==> config.mk <==
export PLATFORM = sky130hd
export DESIGN_NAME = mem_access_ctrl
export DESIGN_NICKNAME = d
export VERILOG_FILES = /design/src/rtl/mem_access_pkg.sv /design/src/rtl/mem_lane_align.sv /design/src/rtl/mem_access_ctrl.sv
export SDC_FILE = /design/constraint.sdc
export NUM_CORES = 1
export LEC_CHECK = 0
export CAP_MARGIN = 0
export CORE_MARGIN = 5
export CORE_UTILIZATION = 35
export CTS_BUF_LIST = sky130_fd_sc_hd__clkbuf_4 sky130_fd_sc_hd__clkbuf_8 sky130_fd_sc_hd__clkbuf_16
export CTS_CLUSTER_DIAMETER = 200
export DETAILED_ROUTE_END_ITERATION = 8
export DONT_BUFFER_PORTS = 1
export PLACE_DENSITY = 0.5
export SYNTH_ARGS = -nofsm -noshare
export SYNTH_HDL_FRONTEND = slang
export SYNTH_SLANG_ARGS = --single-unit
export TNS_END_PERCENT = 30
==> constraint.sdc <==
create_clock -name clk -period 3.25 [get_ports clk]
set_clock_uncertainty 0.1 [all_clocks]
set_input_delay 0.65 -clock clk [delete_from_list [all_inputs] [get_ports clk]]
set_output_delay 0.65 -clock clk [all_outputs]
set_load 0.1 [all_outputs]
==> src/rtl/mem_access_pkg.sv <==
// ============================================================================
// mem_access_pkg : op encodings, FSM states, lane constants, op classifiers
// Revision 1.0
// ============================================================================
`default_nettype none

package mem_access_pkg;

  typedef enum logic [2:0] {
    OP_LB  = 3'd0,
    OP_LH  = 3'd1,
    OP_LW  = 3'd2,
    OP_LBU = 3'd3,
    OP_LHU = 3'd4,
    OP_SB  = 3'd5,
    OP_SH  = 3'd6,
    OP_SW  = 3'd7
  } mem_op_e;

  typedef enum logic [0:0] {
    IDLE  = 1'b0,
    MERGE = 1'b1
  } state_e;

  // Logical lane numbers as seen in the byte address.
  localparam logic [1:0] LANE_B0 = 2'd0;
  localparam logic [1:0] LANE_B1 = 2'd1;
  localparam logic [1:0] LANE_B2 = 2'd2;
  localparam logic [1:0] LANE_B3 = 2'd3;
  localparam logic       LANE_H0 = 1'b0;
  localparam logic       LANE_H1 = 1'b1;

  function automatic logic is_load(input mem_op_e op);
    return (op == OP_LB) || (op == OP_LH) || (op == OP_LW) ||
           (op == OP_LBU) || (op == OP_LHU);
  endfunction

  function automatic logic is_half(input mem_op_e op);
    return (op == OP_LH) || (op == OP_LHU) || (op == OP_SH);
  endfunction

  function automatic logic is_word(input mem_op_e op);
    return (op == OP_LW) || (op == OP_SW);
  endfunction

endpackage

`default_nettype wire

==> src/rtl/mem_lane_align.sv <==
// ============================================================================
// mem_lane_align : load lane extract/extend and store lane merge (combinational)
// Revision 1.0
// ============================================================================
`default_nettype none

module mem_lane_align
  import mem_access_pkg::*;
#(
  parameter bit BYTE_LE = 1'b1
) (
  input  mem_op_e     op,
  input  logic [1:0]  addr_lo,
  input  logic [31:0] rdata,
  output logic [31:0] load_data,
  input  logic [31:0] old_word,
  input  logic [31:0] new_data,
  output logic [31:0] merged
);

  logic [1:0]  bpos;
  logic        hpos;
  logic [7:0]  byte_sel;
  logic [15:0] half_sel;

  // Physical lane position inside the word after applying byte order.
  assign bpos = BYTE_LE ? addr_lo : (LANE_B3 - addr_lo);
  assign hpos = BYTE_LE ? addr_lo[1] : (LANE_H1 ^ addr_lo[1]);

  assign byte_sel = rdata[{bpos, 3'b000} +: 8];
  assign half_sel = rdata[{hpos, 4'b0000} +: 16];

  always_comb begin
    load_data = 32'd0;
    case (op)
      OP_LB:   load_data = {{24{byte_sel[7]}}, byte_sel};
      OP_LBU:  load_data = {24'd0, byte_sel};
      OP_LH:   load_data = {{16{half_sel[15]}}, half_sel};
      OP_LHU:  load_data = {16'd0, half_sel};
      OP_LW:   load_data = rdata;
      default: load_data = 32'd0;
    endcase
  end

  always_comb begin
    merged = old_word;
    case (op)
      OP_SB:   merged[{bpos, 3'b000} +: 8]  = new_data[7:0];
      OP_SH:   merged[{hpos, 4'b0000} +: 16] = new_data[15:0];
      OP_SW:   merged = new_data;
      default: merged = old_word;
    endcase
  end

endmodule

`default_nettype wire

==> src/rtl/mem_access_ctrl.sv <==
// ============================================================================
// mem_access_ctrl : MEM-stage byte/half/word access controller with RMW stores
// Optional macro MEM_ALIGN_TRAP_EN enables misalignment trapping.
// Revision 1.0
// ============================================================================
`default_nettype none

module mem_access_ctrl
  import mem_access_pkg::*;
#(
  parameter int ADDR_W  = 16,
  parameter bit BYTE_LE = 1'b1
) (
  input  logic              clk,
  input  logic              rst,
  input  logic              req_valid,
  input  logic [2:0]        req_op,
  input  logic [31:0]       req_addr,
  input  logic [31:0]       req_wdata,
  output logic              stall,
  output logic              ld_valid,
  output logic [31:0]       ld_data,
  output logic              misalign,
  output logic [31:0]       bad_addr,
  output logic [ADDR_W-1:0] ram_addr,
  output logic [31:0]       ram_wdata,
  output logic              ram_wen,
  input  logic [31:0]       ram_rdata
);

  state_e      state, state_nxt;
  mem_op_e     op;
  logic [1:0]  eff_lo;
  logic        misaligned;
  logic        sub_store;
  logic        ld_fire;
  logic        buf_load;
  logic        wen_raw;
  logic        stall_raw;
  logic [31:0] merge_buf;
  logic [31:0] load_word;
  logic [31:0] merged_word;
  logic        unused_addr_hi;

  assign op        = mem_op_e'(req_op);
  assign sub_store = (op == OP_SB) || (op == OP_SH);
  assign ram_addr  = req_addr[ADDR_W+1:2];
  assign unused_addr_hi = ^req_addr[31:ADDR_W+2];

`ifdef MEM_ALIGN_TRAP_EN
  assign eff_lo     = req_addr[1:0];
  assign misaligned = req_valid &&
                      ((is_word(op) && (req_addr[1:0] != 2'b00)) ||
                       (is_half(op) && req_addr[0]));
`else
  // Without trapping, the access is forced onto its natural boundary.
  assign eff_lo     = is_word(op) ? 2'b00 :
                      is_half(op) ? {req_addr[1], 1'b0} : req_addr[1:0];
  assign misaligned = 1'b0;
`endif

  mem_lane_align #(
    .BYTE_LE (BYTE_LE)
  ) u_lane_align (
    .op        (op),
    .addr_lo   (eff_lo),
    .rdata     (ram_rdata),
    .load_data (load_word),
    .old_word  (merge_buf),
    .new_data  (req_wdata),
    .merged    (merged_word)
  );

  always_ff @(posedge clk or posedge rst) begin
    if (rst) begin
      state <= IDLE;
    end else begin
      state <= state_nxt;
    end
  end

  always_comb begin
    state_nxt = state;
    stall_raw = 1'b0;
    wen_raw   = 1'b0;
    ram_wdata = req_wdata;
    buf_load  = 1'b0;
    ld_fire   = 1'b0;
    case (state)
      IDLE: begin
        if (req_valid && !misaligned) begin
          if (is_load(op)) begin
            ld_fire = 1'b1;
          end else if (op == OP_SW) begin
            wen_raw = 1'b1;
          end else if (sub_store) begin
            stall_raw = 1'b1;
            buf_load  = 1'b1;
            state_nxt = MERGE;
          end
        end
      end
      MERGE: begin
        wen_raw   = 1'b1;
        ram_wdata = merged_word;
        state_nxt = IDLE;
      end
      default: state_nxt = IDLE;
    endcase
  end

  // Reset must suppress the RAM write and stall even while a request is held.
  assign ram_wen = wen_raw & ~rst;
  assign stall   = stall_raw & ~rst;

  always_ff @(posedge clk or posedge rst) begin
    if (rst) begin
      ld_valid  <= 1'b0;
      ld_data   <= 32'd0;
      merge_buf <= 32'd0;
    end else begin
      ld_valid <= ld_fire;
      if (ld_fire) begin
        ld_data <= load_word;
      end
      if (buf_load) begin
        merge_buf <= ram_rdata;
      end
    end
  end

`ifdef MEM_ALIGN_TRAP_EN
  always_ff @(posedge clk or posedge rst) begin
    if (rst) begin
      misalign <= 1'b0;
      bad_addr <= 32'd0;
    end else begin
      misalign <= misaligned;
      if (misaligned) begin
        bad_addr <= req_addr;
      end
    end
  end
`else
  assign misalign = 1'b0;
  assign bad_addr = 32'd0;
`endif

endmodule

`default_nettype wire

Word level (Yosys, flattened, before mapping)
Index checks and enable logic that the tools add are counted.
{"block": "classes", "bitwise": 4, "reduce_logical": 9, "shift": 6, "mux": 20, "n_eq_ne": 7, "add_sub_neg": 2}
{"cell": "case mux 32 bit (5 select lines)", "count": 1}
{"cell": "case mux 32 bit (3 select lines)", "count": 1}
{"cell": "bitwise mux 32 bit", "count": 2}
{"cell": "two-way mux 32 bit", "count": 1}
{"cell": "variable shift 16 x 7 -> 32 bit (first input constant)", "count": 1}
{"cell": "variable shift 8 x 7 -> 32 bit (first input constant)", "count": 1}
{"cell": "indexed part select 16 x 7 -> 32 bit", "count": 1}
{"cell": "indexed part select 32 x 6 -> 16 bit", "count": 1}
{"cell": "indexed part select 32 x 6 -> 8 bit", "count": 1}
{"cell": "indexed part select 8 x 7 -> 32 bit", "count": 1}
{"cell": "negator 5 -> 7 bit", "count": 2}
{"cell": "equality test 3 bit (second input constant)", "count": 4}
{"cell": "two-way mux 1 bit", "count": 12}
{"cell": "logical OR 1 bit", "count": 8}
{"cell": "equality test 3 x 2 -> 1 bit (second input constant)", "count": 2}
{"cell": "case mux 1 bit (2 select lines)", "count": 2}
{"cell": "equality test 3 x 1 -> 1 bit (second input constant)", "count": 1}
{"cell": "zero test 3 bit", "count": 1}
{"cell": "AND 1 bit", "count": 2}
{"cell": "two-way mux 2 bit", "count": 1}
{"cell": "NOT 1 bit", "count": 2}
{"block": "word_totals", "output_inout_bits": 116, "in_bits": 102, "ff_bits": 66, "wordCells": 52}

Depth between registers and ports, before layout
Gate-level depths: netlist of the first run.
{"block": "depth", "ltp_word": 10, "mapped_depth": 12, "depth_no_buf": 9}

Hierarchy
A second synthesis of the first run with hierarchy kept.
{"block": "hier_totals", "hier_cells": 459, "hier_area_um2": 4947.2}
{"module": "mem_access_ctrl", "instances": 1, "seq_area_each_um2": 1651.6, "cells_per_inst": 238, "area_per_inst_um2": 3415.8}
{"module": "mem_lane_align", "instances": 1, "seq_area_each_um2": 0.0, "cells_per_inst": 221, "area_per_inst_um2": 1531.5}

Worst setup path after synthesis of the first run
OpenSTA, ideal clock, no wires.
{"block": "synth_path", "path_kind": "input to output", "start": "input req_op[0]", "end": "output ram_wdata[24]", "arrival_ps": 4103, "required_ps": 2500, "stages": 10, "setup_slack_ps": -1603, "path_buffers": 2, "path_cell_list": "buf_4 -> buf_4 -> nand3b_4 -> o22ai_2 -> inv_1 -> ha_1 -> nand2b_1 -> nor3_1 -> nand2_1 -> a41oi_1"}
{"block": "synth_between", "elab_chain_len": 10, "word_cells_on_any_way": 21, "cone_classes": "add/sub: 2; eq/ne: 6; shift: 4; mux: 6; reduce/logical: 3"}
{"item": "start: declaration", "line": "mem_access_ctrl.sv:17", "source": "input logic [2:0] req_op,"}
{"item": "equality test 3 x 1 -> 1 bit or equality test 3 bit (tied branches)", "line": "mem_access_pkg.sv:39", "source": "return (op == OP_LH) || (op == OP_LHU) || (op == OP_SH);"}
{"item": "logical OR 1 bit (2 in series)", "line": "mem_access_pkg.sv:39"}
{"item": "two-way mux 1 bit", "line": "mem_access_ctrl.sv:58", "source": "is_half(op) ? {req_addr[1], 1'b0} : req_addr[1:0];"}
{"item": "two-way mux 2 bit", "line": "mem_access_ctrl.sv:57", "source": "assign eff_lo = is_word(op) ? 2'b00 :"}
{"item": "negator 5 -> 7 bit", "line": "mem_lane_align.sv:48", "source": "OP_SB: merged[{bpos, 3'b000} +: 8] = new_data[7:0];"}
{"item": "indexed part select 8 x 7 -> 32 bit or variable shift 8 x 7 -> 32 bit (tied branches)", "line": "mem_lane_align.sv:48"}
{"item": "bitwise mux 32 bit", "line": "mem_lane_align.sv:48"}
{"item": "case mux 32 bit (3 select lines) (*)", "line": "mem_lane_align.sv:47", "source": "case (op)"}
{"item": "two-way mux 32 bit (*)", "line": "mem_access_ctrl.sv:89", "source": "case (state)"}
{"item": "end: declaration", "line": "mem_access_ctrl.sv:26", "source": "output logic [31:0] ram_wdata,"}
Every way passes the cells marked *; elsewhere a longest branch is shown, timed or not.

Final worst setup path of the first run
{"block": "layout_path", "start": "input req_op[1]", "end": "output ram_wdata[20]"}
The elaborated chain is that of the path after synthesis.

==> results of run 1 <==
-- cell usage after synthesis, drive strengths merged (2+ instances only) --
cell	count
a221oi	2
a41oi	7
ha	3
buf	66
mux2	35
a31oi	10
o221ai	8
nand2	34
inv	8
o22ai	3
a21oi	17
nor2b	13
a22o	32
a211oi	6
o22a	16
or3	4
o21ai	14
a21o	4
nor2	36
nor3	7
nand2b	5
a21boi	2
o211ai	2
mux2i	10
clkbuf	14
a22oi	25
and3	19
dfrtp	66
-- worst register-to-register path: cells and delay by family (launching register included) --
| kind | cells | cell delay (ns) |
|---|---|---|
| simple gates | 3 | 0.88 |
| buf+inv | 1 | 0.57 |
| flops | 1 | 0.42 |
| compound gates | 2 | 0.15 |
-- logic make-up after synthesis --
| group | Yosys count | synth area share [%] |
|---|---|---|
| other cells | 1 | 0.0811 |
| flops | 66 | 35.7 |
| buf+inv | 88 | 12.3 |
| fa+ha+maj | 3 | 0.812 |
| xor+xnor | 2 | 0.785 |
| simple gates | 125 | 13.6 |
| mux | 46 | 11.2 |
| compound gates | 152 | 25.5 |
-- report_power, final --
part	switching (mW)	internal (mW)
logic	0.781	0.431
registers	0.696	0.988
clock network	0.375	0.638
-- registers in the layout, indices dropped and copies added, names as in the netlist --
name / cells
ld_data: 32
state: 1
merge_buf: 32
ld_valid: 1
-- metrics by stage --
stage	power, mW	worst slack (ns)	hold slack, ns	setup TNS, ns
after floorplan	2.79	-0.332	0.380	-5.58
after global placement	2.89	0.0290	0.390	0
after detailed placement	2.91	0.0165	0.397	0
after CTS	3.93	0.00911	0.357	0
after global routing	4.08	-0.0132	0.349	-0.0132
final	3.91	0.0542	0.367	0
-- routing by layer --
layer / vias to the layer above / share of wire [%] / global-route usage [%]
met3: 8 / 8.1 / 7.63
met4: 0 / 0.57 / 3.57
li1: 1732 / - / -
met5: - / 0 / 0
met1: 1922 / 39 / 23.9
met2: 128 / 53 / 35.8
-- cells in the final DEF, fill, tap and decap left out, drive strengths merged, types with 2 or more instances in the layout --
cell type   n
conb       33
o21ai      14
nor2b      13
a221oi      2
nand2b      5
or3         4
clkinv      2
nor3        7
a21oi      17
dfrtp      66
a22oi      25
o211ai      2
nand2      34
nor2       36
a31oi      10
clkinvlp    2
o221ai      8
a21boi      2
a41oi       7
buf        44
mux2i      10
a22o       32
o22ai       3
mux2       35
inv         8
and3       19
a211oi      6
o22a       16
clkbuf     11
ha          3
a21o        4
-- layout make-up --
class,instances,share of cell area (%)
Inverter,8,0.635
Multi-Input combinational cell,361,50.8
Tap cell,176,3.85
Clock buffer,11,4.42
Clock inverter,5,1.05
Sequential cell,66,28.9
Timing Repair Buffer,44,10.3
-- worst paths after layout --
| path | startpoint | endpoint | slack, ns | depth (start not counted) |
|---|---|---|---|---|
| worst min-delay path | ram_rdata[6] | merge_buf[6] | 0.37 | 1 |
| max in group asynchronous | rst | state | 2.06 | 2 |
| worst min register to register | merge_buf[6] | merge_buf[6] | 0.41 | 1 |
| worst max-delay path | req_op[1] | ram_wdata[20] | 0.05 | 9 |
| worst max register to register | state | ld_data[1] | 1.04 | 6 |
| min in group asynchronous | rst | merge_buf[7] | 0.38 | 2 |
-- timing repair --
item,4_1_cts,5_1_grt
setup endpoints to repair,0,16
buffers inserted,0,1
gates resized for setup,0,10
==> impl_metrics.toml, run 1 <==
[die]
rows = 42
core_area_um2 = 13100
die_w_um = 125
start_util_pct = 35.3
pin_count = 218
die_h_um = 125
dieArea_um2 = 15600

[pwr]
peakVddDrop_mv = 0.288
p_leak_nw = 2.36
p_per_area_nw_per_um2 = 684

[timing]
hold_viol_final = 0
min_period_ns = 3.20
rsz0062_at_grt = "yes"
fmax_mhz = 313
final-setup-viol-count = 0
fin_crit_sh_pct = 98.3
worstMarginPinSlew_ns = 0.961
timing.slew.headroom_pct = 35.9
slew_viol_final = 0

[critical_path]
cp_slowest_stage_delay_ns = 0.34
path_buf_inv = 2
crit_chain = "nand3b_4 -> o22ai_4 -> inv_2 -> ha_4 -> a2111oi_4 -> buf_6 -> a31oi_1 -> o221ai_1 -> a22o_4"
worst-endpoint-required_ns = 2.50
worstSetupPathType = "in2out"
critical-path-top-delay-family = "compound AO/OA/AOI/OAI gates"
worstPathArrival_ns = 2.45
worst_setup_path_end_kind = "output pin"
crit_path_top_delay_cell = "a22o_4"
path_max_fanout = 32
start_kind = "input port"

[finish]
final_layout_size_suffix_gt1_share_pct = 31.1
layoutNonFillerInstCount = 671
design_area_um2 = 5710
area_delta_synth_final_pct = 23.6
nFillCells = 1264
final_nets = 595
multi_input_area_um2 = 2900
antenna_cells = 0
final_core_util_pct = 43.7
seq_area_um2 = 1650

[place]
gp_congestion = 0.813
hpwlAfterDp_mm = 12.1
port_buffers = 0
dp.cells = 654
place_area_um2 = 5330

[global_routing]
grt_pass1_vias = 3993
grt_pass1_wl_mm = 24.5
grt_max_degree = 67
antenna_found_initial = 0
grt.overflow.total = 0
grt_use_total_pct = 20.3

[run_status]
status = "complete, no violations"

[clocking]
clock_latency_ns = 0.33
clock_tree.buffer_depth = 2
clk_pin_slew_ns = 0.06
hold_buffers = 0
cts_buffers = 9
cts_num_sinks = 66
h-tree-depth = 3
cts_tree = "done"
cts-root-buf = "clkbuf_16"

[min_path]
hp-class = "in2reg"

[detailed_routing]
dr.pass1.iters = 4
ant_nets = 0
avgRoutedWirePerCell_um = 23.9
drt_iter0_drc = 226
drc = 0
drt-total-wl_mm = 16.0
drt-vias-per-instance = 5.65
num_vias = 3790

[logic_synthesis]
netlist_top_cells_area = "dfrtp_1, buf_4, mux2_2"
synthCells = 483
syn_avg_cell_area_um2 = 9.57
netlist_area_um2 = 4620
ys_seq_elements = 66
yosysTopAreaCellShare_pct = 35.7
yosysTopAreaCell = "dfrtp_1"
ys_warn_count = 0
synth_ff_type = "dfrtp_1"
ys_seq_area_share_pct = 35.7
synth_edf_count = 0
ys_types = 51
async_flop_share_pct = 100

[job]
drv_cap = 0
Note: power is estimated with default switching activity, not from simulation.
==> run 2: changes to the inputs <==
--- a/config.mk
+++ b/config.mk
@@ -7,12 +7,12 @@
 export LEC_CHECK = 0
 export CAP_MARGIN = 0
 export CORE_MARGIN = 5
-export CORE_UTILIZATION = 35
+export CORE_UTILIZATION = 40
 export CTS_BUF_LIST = sky130_fd_sc_hd__clkbuf_4 sky130_fd_sc_hd__clkbuf_8 sky130_fd_sc_hd__clkbuf_16
-export CTS_CLUSTER_DIAMETER = 200
+export CTS_CLUSTER_DIAMETER = 120
 export DETAILED_ROUTE_END_ITERATION = 8
 export DONT_BUFFER_PORTS = 1
-export PLACE_DENSITY = 0.5
+export PLACE_DENSITY = 0.53
 export SYNTH_ARGS = -nofsm -noshare
 export SYNTH_HDL_FRONTEND = slang
 export SYNTH_SLANG_ARGS = --single-unit
==> constraint.sdc (replaced) <==
create_clock -name clk -period 3.77 [get_ports clk]
set_clock_uncertainty 0.1 [all_clocks]
set_input_delay 0.754 -clock clk [delete_from_list [all_inputs] [get_ports clk]]
set_output_delay 0.754 -clock clk [all_outputs]
set_load 0.1 [all_outputs]
==> impl_metrics.toml, run 2 (synthesis results as in run 1) <==
[pwr]
power_frac_comb_pct = 31.0
p_leak_nw = 2.30
p_per_area_nw_per_um2 = 601
p_total_mw = 3.32
p_int_mw = 1.74
p_seq_share_pct = 43.6
peakVddDrop_mv = 0.353
switchingPower_mw = 1.59
switching_share_pct = 47.8
clkPwrFrac_pct = 25.4

[detailed_routing]
ant_nets = 0
drt-vias-per-instance = 6.11
dr.pass1.iters = 5
drt-total-wl_mm = 15.1
drt_iter0_drc = 304
num_vias = 3852
drc = 0
avgRoutedWirePerCell_um = 24.0

[clocking]
clk_pin_slew_ns = 0.06
cts_buffers = 9
cts_resized = 0
h-tree-depth = 3
clock_latency_ns = 0.33
cts_num_sinks = 66
cts_tree = "done"
hold_buffers = 0
clock_tree.buffer_depth = 2
cts-root-buf = "clkbuf_16"

[critical_path]
worstSetupPathType = "in2out"
path_buf_inv = 2
path_max_fanout = 32
start_kind = "input port"
crit_chain = "xor2_1 -> o22ai_4 -> inv_2 -> ha_4 -> a2111oi_4 -> buf_4 -> a31oi_1 -> o221ai_1 -> a22o_4"
cp_slowest_stage_delay_ns = 0.36
crit_path_top_delay_cell = "xor2_1"
critical-path-top-delay-family = "compound AO/OA/AOI/OAI gates"
worst-endpoint-required_ns = 2.92
worst_setup_path_end_kind = "output pin"
worstPathArrival_ns = 2.80

[finish]
top_regs = "ld_data x32, merge_buf x32"
design_area_um2 = 5530
final_layout_size_suffix_gt1_share_pct = 26.9
layoutNonFillerInstCount = 630
final_common_cell = "dfrtp_1"
antenna_cells = 0
final_nets = 587
area_delta_synth_final_pct = 19.7
mostFrequentLayoutCells = "dfrtp_1, mux2_2, nor2_1"

[timing]
min_period_ns = 3.66
timing.slew.headroom_pct = 36.2
rsz0062_at_grt = "no"
worstMarginPinSlew_ns = 0.957
hold_viol_final = 0
fin_crit_sh_pct = 97.0
slew_viol_final = 0
final-setup-viol-count = 0
fmax_mhz = 273
fin_setup_tns_ns = 0

[die]
start_util_pct = 40.7
dieArea_um2 = 13800
die_w_um = 118
die_h_um = 118
core_area_um2 = 11400
pin_count = 218
rows = 39

[place]
dp.cells = 613
place_area_um2 = 5220
gp_congestion = 0.872
port_buffers = 0
hpwlAfterDp_mm = 11.6

[global_routing]
antenna_found_initial = 0
grt_use_total_pct = 21.1
grt_pass1_wl_mm = 22.8
grt_pass1_vias = 3829
grt.overflow.total = 0
grt_max_degree = 67

[job]
drv_cap = 0

[min_path]
hp-class = "reg2reg"

[run_status]
status = "complete, no violations"
## run 2: cell count changes in the layout (fill, tap and decap cells not counted), moves of 2 or more
cell and change:
clkinv_4 +2, buf_4 -11, inv_2 +2, clkbuf_8 -2
a22o_1 +9, buf_6 -2, a22o_4 -7, a22o_2 -2
o221ai_1 +3, o221ai_2 -3, buf_12 +5
## run 2: final cells by class
| class | instances | area (um^2) |
|---|---|---|
| Clock buffer | 9 | 225 |
| Clock inverter | 7 | 77.6 |
| Fill cell | 1081 | 5840 |
| Inverter | 8 | 30.0 |
| Multi-Input combinational cell | 361 | 2790 |
| Sequential cell | 66 | 1650 |
| Tap cell | 143 | 179 |
| Timing Repair Buffer | 36 | 583 |
## run 2: timing repair
action / in CTS / in global routing
pin swaps: 1 / 1
endpoints found under the setup margin: 6 / 2
buffers inserted: 0 / 1
## run 2: path summary, 6_finish.rpt
kind / start / to / slack [ns] / depth (start not counted)
setup / recovery: req_op[1] / ram_wdata[20] / 0.11 / 9
hold / removal: merge_buf[30] / merge_buf[30] / 0.41 / 1
setup reg to reg: state / ld_data[1] / 1.51 / 6
hold reg to reg: merge_buf[30] / merge_buf[30] / 0.41 / 1
max in group asynchronous: rst / state / 2.51 / 2
min in group asynchronous: rst / merge_buf[31] / 0.47 / 2
## run 2: per-stage QoR
| step | hold WS [ns] | setup slack, ns | util [%] |
|---|---|---|---|
| after global placement | 0.394 | 0.0575 | 45.9 |
| after CTS | 0.414 | 0.0895 | 48.6 |
| final | 0.412 | 0.113 | 48.7 |
| after detailed placement | 0.402 | 0.0298 | 45.9 |
| after global routing | 0.433 | 0.00617 | 48.7 |
| after floorplan | 0.380 | -0.141 | - |
## run 2: worst reg2reg max path: cells and delay by family (launching register included)
| kind | cells | cell delay (ns) |
|---|---|---|
| AOI/OAI and AO/OA | 2 | 0.15 |
| buffers and inverters | 1 | 0.58 |
| DFF | 1 | 0.42 |
| and+or+nand+nor | 3 | 0.93 |
## run 2: power groups by stage
stage	sequential [mW]	combinational [mW]	clock, mW
final	1.45	1.03	0.845
after global routing	1.47	1.09	0.892
after CTS	1.46	1.03	0.865
after detailed placement	1.47	1.03	0
after global placement	1.46	1.02	0
after floorplan	1.42	0.976	0
## run 2: per-layer routing
layer / global-route usage, % / routed length [um]
met4: 7.10 / 276
met3: 8.22 / 1690
met5: 0 / 0
met1: 25.1 / 5540
met2: 34.8 / 7620
==> run 3: changes to the inputs <==
--- a/config.mk
+++ b/config.mk
@@ -6,7 +6,6 @@
 export NUM_CORES = 1
 export LEC_CHECK = 0
 export CAP_MARGIN = 0
-export CORE_MARGIN = 5
 export CORE_UTILIZATION = 40
 export CTS_BUF_LIST = sky130_fd_sc_hd__clkbuf_4 sky130_fd_sc_hd__clkbuf_8 sky130_fd_sc_hd__clkbuf_16
 export CTS_CLUSTER_DIAMETER = 120
==> constraint.sdc (replaced) <==
create_clock -name clk -period 3.77 [get_ports clk]
set_clock_uncertainty 0.1 [all_clocks]
set_input_delay 0.754 -clock clk [delete_from_list [all_inputs] [get_ports clk]]
set_output_delay 0.754 -clock clk [all_outputs]
set_load 0.005 [all_outputs]
==> impl_metrics.toml, run 3 (synthesis results as in run 1) <==
[clocking]
clock_tree.buffer_depth = 2
clk_pin_slew_ns = 0.05
clock_latency_ns = 0.34
cts_buffers = 9
cts_resized = 0
cts_setup_buffers = 0
cts_tree = "done"
cts_num_sinks = 66
h-tree-depth = 3
hold_buffers = 0
cts-root-buf = "clkbuf_16"

[run_status]
status = "complete, no violations"

[min_path]
whs_endpoint = "merge_buf[14]"
hold_start = "merge_buf[14]"
hp-class = "reg2reg"
hold_depth = 1

[place]
hpwlAfterDp_mm = 10.6
dp_slack_ns = 0.171
port_buffers = 0
dp.cells = 584
gp_congestion = 0.865

[pwr]
p_total_mw = 2.39
p_leak_nw = 2.01
p_per_area_nw_per_um2 = 501
peakVddDrop_mv = 0.276

[finish]
final_common_cell = "dfrtp_1"
area_delta_synth_final_pct = 3.03
final_nets = 560
mostFrequentLayoutCells = "dfrtp_1, nor2_1, mux2_2"
nFillCells = 1100
top_regs = "ld_data x32, merge_buf x32"
antenna_cells = 0
final_layout_size_suffix_gt1_share_pct = 15.7
layoutNonFillerInstCount = 599

[critical_path]
path_max_fanout = 17
path_buf_inv = 1
worst-endpoint-required_ns = 2.92
reg2reg_to = "ld_data[1]"
start_kind = "input port"
worst_setup_path_end_kind = "output pin"
crit_chain = "xnor2_4 -> a21boi_2 -> inv_1 -> ha_1 -> a2111oi_4 -> a31oi_1 -> o221ai_1 -> a22o_1"
worstPathArrival_ns = 2.68
r2r-start = "state"
r2r_setup_slack_ns = 1.38
critical-path-top-delay-family = "compound AO/OA/AOI/OAI gates"
cp_num_cells = 8
worstSetupPathType = "in2out"
r2r_cells = 6
cp_slowest_stage_delay_ns = 0.62
crit_path_top_delay_cell = "a2111oi_4"

[timing]
final-setup-viol-count = 0
worstMarginPinSlew_ns = 0.866
timing.slew.headroom_pct = 42.2
hold_viol_final = 0
slew_viol_final = 0
timing.hold.ws_ns = 0.407
layout_setup_ws_ns = 0.234
fmax_mhz = 283
fin_setup_tns_ns = 0
rsz0062_at_grt = "no"
fin_crit_sh_pct = 93.8
min_period_ns = 3.54

[global_routing]
grt_pass1_wl_mm = 21.4
grt.met3_usage_pct = 8.48
grt.overflow.total = 0
antenna_found_initial = 1
grt_use_total_pct = 24.9
grt_pass1_vias = 3512
met1_usage_pct = 31.4
gr-usage-met2_pct = 39.5
grt_max_degree = 67
top_usage_layer = "met2"

[die]
pin_count = 218
start_util_pct = 41.9
rows = 38
core_area_um2 = 11000
dieArea_um2 = 12000
die_w_um = 110
die_h_um = 110

[detailed_routing]
ant_nets = 0
drt_iter0_drc = 289
dr.pass1.iters = 5
drt-total-wl_mm = 14.5
drc = 0
drt-vias-per-instance = 6.16
num_vias = 3692
avgRoutedWirePerCell_um = 24.2

[job]
drv_cap = 0
run 3: changes by cell type in the layout (fill, tap and decap cells not counted), moves of 7 or more:
cell and change:
buf_12 -25, a22o_1 +16, a22o_2 -8, a22o_4 -8, a41oi_1 +7, a41oi_4 -7
run 3: worst max-delay path by stage:
| stage | start | slack (ns) | endpoint |
|---|---|---|---|
| 2_1_floorplan | req_op[0] | 0.03 | ram_wdata[23] |
| 3_3_place_gp | req_op[1] | 0.22 | ram_wdata[23] |
| 3_5_place_dp | req_op[1] | 0.17 | ram_wdata[20] |
| 4_1_cts | req_op[1] | 0.18 | ram_wdata[23] |
| 5_1_grt | req_op[2] | 0.02 | ram_wdata[20] |
| 6_report | req_op[2] | 0.23 | ram_wdata[20] |
run 3: through the flow:
stage | instance area (um^2) | util [%]
2_1_floorplan | 4740 | -
4_1_cts | 4760 | 43.2
6_report | 4760 | 43.2
5_1_grt | 4760 | 43.2
3_3_place_gp | 4450 | 40.3
3_5_place_dp | 4450 | 40.3
run 3: layout make-up:
cell class	count	area (um^2)	share of cell area [%]
multi-input combinational	361	2520	52.9
sequential	66	1650	34.7
clock buffer	10	239	5.02
tap	140	175	3.68
clock inverter	5	78.8	1.65
timing repair buffer	9	67.6	1.42
inverter	8	30.0	0.630
run 3: worst reg2reg max path, cell delays in order (launching register included):
cell and delay, ns:
dfrtp_1 0.51, nor2b_1 0.37, nand2_1 0.36, inv_2 0.57, and3_1 0.25, a21oi_1 0.04
o31ai_1 0.08
run 3: power breakdown:
part	internal [mW]	leakage, nW	switching [mW]	total, mW
sequential	0.864	0.779	0.120	0.984
clock	0.592	0.158	0.320	0.912
combinational	0.249	1.07	0.241	0.490
run 3: layer usage:
metal,share of wire (%),vias to the layer above
met4,2.3,2
met3,10,33
met5,0.069,-
met1,39,1798
li1,-,1664
met2,48,195
